File: src/rtl/lbp_engine_p.sv
// Local-binary-pattern engine: scans an IMG_W x IMG_H gray image in raster order
// and writes one 8-bit LBP code per target pixel, with optional border fill.
module lbp_engine_p #(
    parameter int IMG_W  = 128,
    parameter int IMG_H  = 128,
    parameter int DW     = 8,
    parameter int ADDR_W = 14
) (
    input  logic              clk,
    input  logic              reset,
    input  logic              gray_ready,
    output logic              gray_req,
    output logic [ADDR_W-1:0] gray_addr,
    input  logic [DW-1:0]     gray_data,
    input  logic [DW-1:0]     thresh,
    input  logic              border_fill,
    output logic              lbp_valid,
    input  logic              lbp_ready,
    output logic [ADDR_W-1:0] lbp_addr,
    output logic [7:0]        lbp_data,
    output logic              finish
);

    localparam int RW = $clog2(IMG_H);
    localparam int CW = $clog2(IMG_W);
    localparam logic [ADDR_W-1:0] ROW_STEP = ADDR_W'(IMG_W);

    typedef enum logic [2:0] {
        IDLE   = 3'd0,
        READ_C = 3'd1,
        NEIGH  = 3'd2,
        WRITE  = 3'd3,
        DONE   = 3'd4
    } state_t;

    state_t            state, state_n;
    logic [RW-1:0]     row, row_n;
    logic [CW-1:0]     col, col_n;
    logic [ADDR_W-1:0] pix_addr, addr_n;
    logic [ADDR_W-1:0] nb_addr;
    logic [DW-1:0]     center;
    logic [DW-1:0]     thr_q;
    logic              fill_q;
    logic [7:0]        acc;
    logic [2:0]        k;

    logic [CW-1:0]     first_col, last_col;
    logic [RW-1:0]     last_row;
    logic              is_last;
    logic              next_border;
    logic [DW:0]       ref_sum;
    logic              ge;

    // Scan window: full frame with border fill, otherwise the interior only.
    always_comb begin
        first_col   = fill_q ? '0 : CW'(1);
        last_col    = fill_q ? CW'(IMG_W - 1) : CW'(IMG_W - 2);
        last_row    = fill_q ? RW'(IMG_H - 1) : RW'(IMG_H - 2);
        is_last     = (row == last_row) && (col == last_col);
        if (col == last_col) begin
            col_n  = first_col;
            row_n  = row + RW'(1);
            addr_n = pix_addr + (fill_q ? ADDR_W'(1) : ADDR_W'(3));
        end else begin
            col_n  = col + CW'(1);
            row_n  = row;
            addr_n = pix_addr + ADDR_W'(1);
        end
        next_border = fill_q && ((row_n == '0) || (row_n == RW'(IMG_H - 1)) ||
                                 (col_n == '0) || (col_n == CW'(IMG_W - 1)));
    end

    // Neighbour k address, NW first, SE last; only used on interior pixels.
    always_comb begin
        nb_addr = pix_addr;
        case (k)
            3'd0:    nb_addr = pix_addr - ROW_STEP - ADDR_W'(1);
            3'd1:    nb_addr = pix_addr - ROW_STEP;
            3'd2:    nb_addr = pix_addr - ROW_STEP + ADDR_W'(1);
            3'd3:    nb_addr = pix_addr - ADDR_W'(1);
            3'd4:    nb_addr = pix_addr + ADDR_W'(1);
            3'd5:    nb_addr = pix_addr + ROW_STEP - ADDR_W'(1);
            3'd6:    nb_addr = pix_addr + ROW_STEP;
            default: nb_addr = pix_addr + ROW_STEP + ADDR_W'(1);
        endcase
    end

    // One extra bit keeps center + thresh from wrapping or saturating.
    always_comb begin
        ref_sum = {1'b0, center} + {1'b0, thr_q};
        ge      = ({1'b0, gray_data} >= ref_sum);
    end

    always_ff @(posedge clk or posedge reset) begin
        if (reset) begin
            state <= IDLE;
        end else begin
            state <= state_n;
        end
    end

    always_comb begin
        state_n = state;
        case (state)
            IDLE: begin
                if (gray_ready) begin
                    state_n = border_fill ? WRITE : READ_C;
                end
            end
            READ_C: state_n = NEIGH;
            NEIGH: begin
                if (k == 3'd7) begin
                    state_n = WRITE;
                end
            end
            WRITE: begin
                if (lbp_ready) begin
                    if (is_last) begin
                        state_n = DONE;
                    end else begin
                        state_n = next_border ? WRITE : READ_C;
                    end
                end
            end
            DONE:    state_n = DONE;
            default: state_n = IDLE;
        endcase
    end

    always_ff @(posedge clk or posedge reset) begin
        if (reset) begin
            row      <= '0;
            col      <= '0;
            pix_addr <= '0;
            center   <= '0;
            thr_q    <= '0;
            fill_q   <= 1'b0;
            acc      <= '0;
            k        <= '0;
        end else begin
            case (state)
                IDLE: begin
                    if (gray_ready) begin
                        thr_q    <= thresh;
                        fill_q   <= border_fill;
                        row      <= border_fill ? '0 : RW'(1);
                        col      <= border_fill ? '0 : CW'(1);
                        pix_addr <= border_fill ? '0 : ADDR_W'(IMG_W + 1);
                        acc      <= '0;
                        k        <= '0;
                    end
                end
                READ_C: begin
                    center <= gray_data;
                    acc    <= '0;
                    k      <= '0;
                end
                NEIGH: begin
                    acc[k] <= ge;
                    k      <= k + 3'd1;
                end
                WRITE: begin
                    // acc is cleared on advance so border pixels write 0.
                    if (lbp_ready && !is_last) begin
                        row      <= row_n;
                        col      <= col_n;
                        pix_addr <= addr_n;
                        acc      <= '0;
                    end
                end
                default: ;
            endcase
        end
    end

    // Write handshake: lbp_valid rises in WRITE and a beat transfers on any
    // cycle with lbp_valid && lbp_ready; address and data hold until then.
    always_comb begin
        gray_req  = 1'b0;
        gray_addr = '0;
        lbp_valid = 1'b0;
        lbp_addr  = '0;
        lbp_data  = '0;
        finish    = 1'b0;
        case (state)
            READ_C: begin
                gray_req  = 1'b1;
                gray_addr = pix_addr;
            end
            NEIGH: begin
                gray_req  = 1'b1;
                gray_addr = nb_addr;
            end
            WRITE: begin
                lbp_valid = 1'b1;
                lbp_addr  = pix_addr;
                lbp_data  = acc;
            end
            DONE:    finish = 1'b1;
            default: ;
        endcase
    end

endmodule

File: config.mk
export PLATFORM = sky130hd
export DESIGN_NAME = lbp_engine_p
export DESIGN_NICKNAME = d
export VERILOG_FILES = /design/src/rtl/lbp_engine_p.sv
export SDC_FILE = /design/constraint.sdc
export NUM_CORES = 1
export LEC_CHECK = 0
export CAP_MARGIN = 10
export CORE_ASPECT_RATIO = 0.7
export CORE_MARGIN = 4
export CORE_UTILIZATION = 35
export CTS_CLUSTER_DIAMETER = 120
export CTS_CLUSTER_SIZE = 12
export DETAILED_ROUTE_END_ITERATION = 7
export GPL_TIMING_DRIVEN = 0
export PLACE_DENSITY_LB_ADDON = 0.1
export SLEW_MARGIN = 25
export SYNTH_ARGS = -nofsm -noshare
export SYNTH_HDL_FRONTEND = slang
export SYNTH_SLANG_ARGS = --single-unit
File: constraint.sdc
create_clock -name clk -period 4.4 [get_ports clk]
set_input_delay 1.1 -clock clk [delete_from_list [all_inputs] [get_ports clk]]
set_output_delay 1.1 -clock clk [all_outputs]
set_load 0.005 [all_outputs]
==> results.json <==
{
  "gr-usage-met1_pct": 34.28,
  "gr-max-usage-layer": "met1",
  "syn_area_per_cell_sq_um": 7.687,
  "drv_slew": 0,
  "critPathLaunchType": "flop",
  "grt_pass1_wl_mm": 35.40,
  "outcome": "finished, final reports clean",
  "place_ws_ns": -0.9561,
  "grt_start_max_net_pins": 32,
  "area_growth_pct": 29.48,
  "htreeDepth": 3,
  "synthFlopType": "dfrtp_1",
  "nets": 959,
  "ys_ff_latch": 59,
  "p_clk_share_pct": 13.2,
  "drt_first_iter_violations": 767,
  "ioPinCount": 60,
  "port_buffers": 59,
  "total_power_mw": 5.581,
  "max_slew_margin_pct": 36.02,
  "maxCapViolations": 0,
  "synthTopCellsByArea": "dfrtp_1 (24%), ha_1 (8.3%), nand2_1 (6.8%)",
  "die_h_um": 119.3,
  "dp_cells": 1097,
  "syn_nets": 871,
  "finalCriticalPeriod_ns": 4.349,
  "cts-root-buf": "clkbuf_16",
  "hp-class": "flop to flop",
  "r2r_start": "center[0]$_DFFE_PP0N_",
  "yosysWarningCount": 0,
  "p_int_mw": 2.871,
  "finalSetupTns_ns": 0,
  "cp.arrival_ns": 3.25,
  "antenna_found_initial": 0,
  "start_util_pct": 35.88,
  "clkLatencyLatePin_ns": 0.33,
  "fin_skew_ns": 0.007009,
  "yosys.area.top_type_share_pct": 23.83,
  "end_kind": "output port",
  "max_freq_mhz": 229.9,
  "period_share_pct": 98.85,
  "diodes": 0,
  "synthArstFlopShare_pct": 100.0,
  "ant_nets": 0,
  "numCtsBuffers": 9,
  "dpl.hpwl_mm": 16.43,
  "crit_required_ns": 3.30,
  "yosys.area.top_type": "dfrtp_1",
  "wire_per_inst_um": 20.28,
  "core_region_area_sq_um": 17270,
  "vias": 6531,
  "hold_buffers": 0,
  "grt_usage_pct": 22.19,
  "row_count": 40,
  "ir_drop_mv": 0.2296,
  "drcViolationCount": 0,
  "totalWireLength_mm": 22.91,
  "gp_congestion": 0.9851,
  "fin_area_sq_um": 8023,
  "synth_edf_count": 0,
  "power_frac_comb_pct": 71.3,
  "dr.pass1.iters": 5,
  "dpl_cell_area_sq_um": 7098,
  "final_layout_size_suffix_gt1_share_pct": 19.58,
  "rrSetupSlack_ns": 0.92,
  "grt_pass1_vias": 6202,
  "tritoncts": "yes",
  "clk_pin_slew_ns": 0.06,
  "power_density_nw_per_um2": 695.6,
  "min_from": "thr_q[2]$_DFFE_PP0P_",
  "switching_share_pct": 48.55,
  "power_frac_seq_pct": 15.4,
  "p_leak_nw": 3.348,
  "worst_pin_slew_ns": 0.9463,
  "switchingPower_mw": 2.710,
  "worstPathMaxFanout": 11,
  "met2_usage_pct": 30.76,
  "crit_type": "flop to output port",
  "die_w_um": 167.0,
  "synth_cell_types": 81,
  "syn_inst": 806,
  "crit_path_start": "k[2]$_DFFE_PP0P_",
  "final_core_util_pct": 46.46,
  "setup_viol": 0,
  "grt_overflow_total": 0,
  "use_met3_pct": 5.773,
  "instances_no_fill": 1130,
  "viasPerCell": 5.780,
  "max-clock-path-buffers": 2,
  "hold_viol": 0,
  "timing.final.ws_setup_ns": 0.05062,
  "clock_sinks": 59,
  "whs_ns": 0.4774,
  "synth-seq-area-share_pct": 23.83,
  "synth_area_sq_um": 6196,
  "dieArea_sq_um": 19930,
  "rsz0062_at_grt": "yes"
}
## synthesized netlist by cell type (12+ instances only)
cell / count
xnor2_1: 36
clkbuf_1: 34
inv_1: 22
a31oi_1: 17
nor3_1: 12
and2_1: 23
xor2_1: 19
dfrtp_1: 59
o31ai_1: 12
buf_2: 14
a21oi_1: 60
a21o_1: 12
nor2b_1: 12
ha_1: 41
nand3_1: 22
nand2_1: 113
nor2_1: 44
o21ai_0: 74
## power by group through the flow
stage / sequential [mW] / clock [mW] / combinational, mW
6_report: 0.860 / 0.739 / 3.98
5_1_grt: 0.879 / 0.775 / 4.31
4_1_cts: 0.852 / 0.751 / 3.76
3_5_place_dp: 0.851 / 0 / 3.42
3_3_place_gp: 0.850 / 0 / 3.38
2_1_floorplan: 0.811 / 0 / 2.28
## placed cells by master (no fill, tap or decap), drive strengths merged, types with 36 or more instances in the layout
cell type      Yosys  final
nand2            113    113
o21ai             90     90
a21oi             60     60
dfrtp             59     59
clkdlybuf4s50      0     54
buf               30     53
nor2              45     45
ha                41     41
clkbuf            34     41
xnor2             36     36
## cells by family after synthesis
kind of cell | synth area share (%)
fa+ha+maj | 9.249
mux | 1.272
flops | 23.83
compound gates | 27.24
xor+xnor | 7.775
buf+inv | 6.765
simple gates | 23.87
## cell type report
type	instances	area, sq um
inverters	24	112.6
clock inverters	4	47.55
fillers	1736	9244
flip-flops and latches	59	1481
multi-input cells	660	4672
repair buffers	80	758.2
well taps	231	289.0
clock buffers	12	266.5
plain buffers	60	395.4
## state kept, by name (all words and copies together) (netlist names)
name      cells
thr_q         8
row           7
acc           8
center        8
k             3
pix_addr     14
fill_q        1
col           7
state         3
## path summary, 6_finish.rpt
kind	to	depth (start not counted)
worst min-delay path	thr_q[2]$_DFFE_PP0P_	2
worst max-delay path	gray_addr[8]	11
worst max register to register	acc[3]$_DFFE_PP0P_	14
max in group asynchronous	pix_addr[1]$_DFFE_PP0P_	3
worst min register to register	thr_q[2]$_DFFE_PP0P_	2
min in group asynchronous	col[6]$_DFFE_PP0P_	2
## routing by layer
layer  vias up  wire length, um  share of wire (%)
li1       3096                -                  -
met1      3134            11450                 50
met2       269             9120                 40
met3        32             2019                8.8
met4         0              325                1.4
met5         -                0                  0
## critical path, stage by stage, from the launching register on
cell and delay, ns:
dfrtp_1 0.37, buf_8 0.18, inv_4 0.08, clkbuf_8 0.17
ha_4 0.21, clkbuf_4 0.19, or4_4 0.56, clkbuf_4 0.24
o311a_1 0.13, o221ai_1 0.07, a32o_1 0.19, clkdlybuf4s50_1 0.50
## what timing repair did
item | CTS | global route
cloned | 1 | 0
gates resized for setup | 97 | 44
setup buffers | 16 | 4
setup endpoints to repair | 14 | 13
pin swaps | 6 | 7
Note: power is estimated with default switching activity, not from simulation.
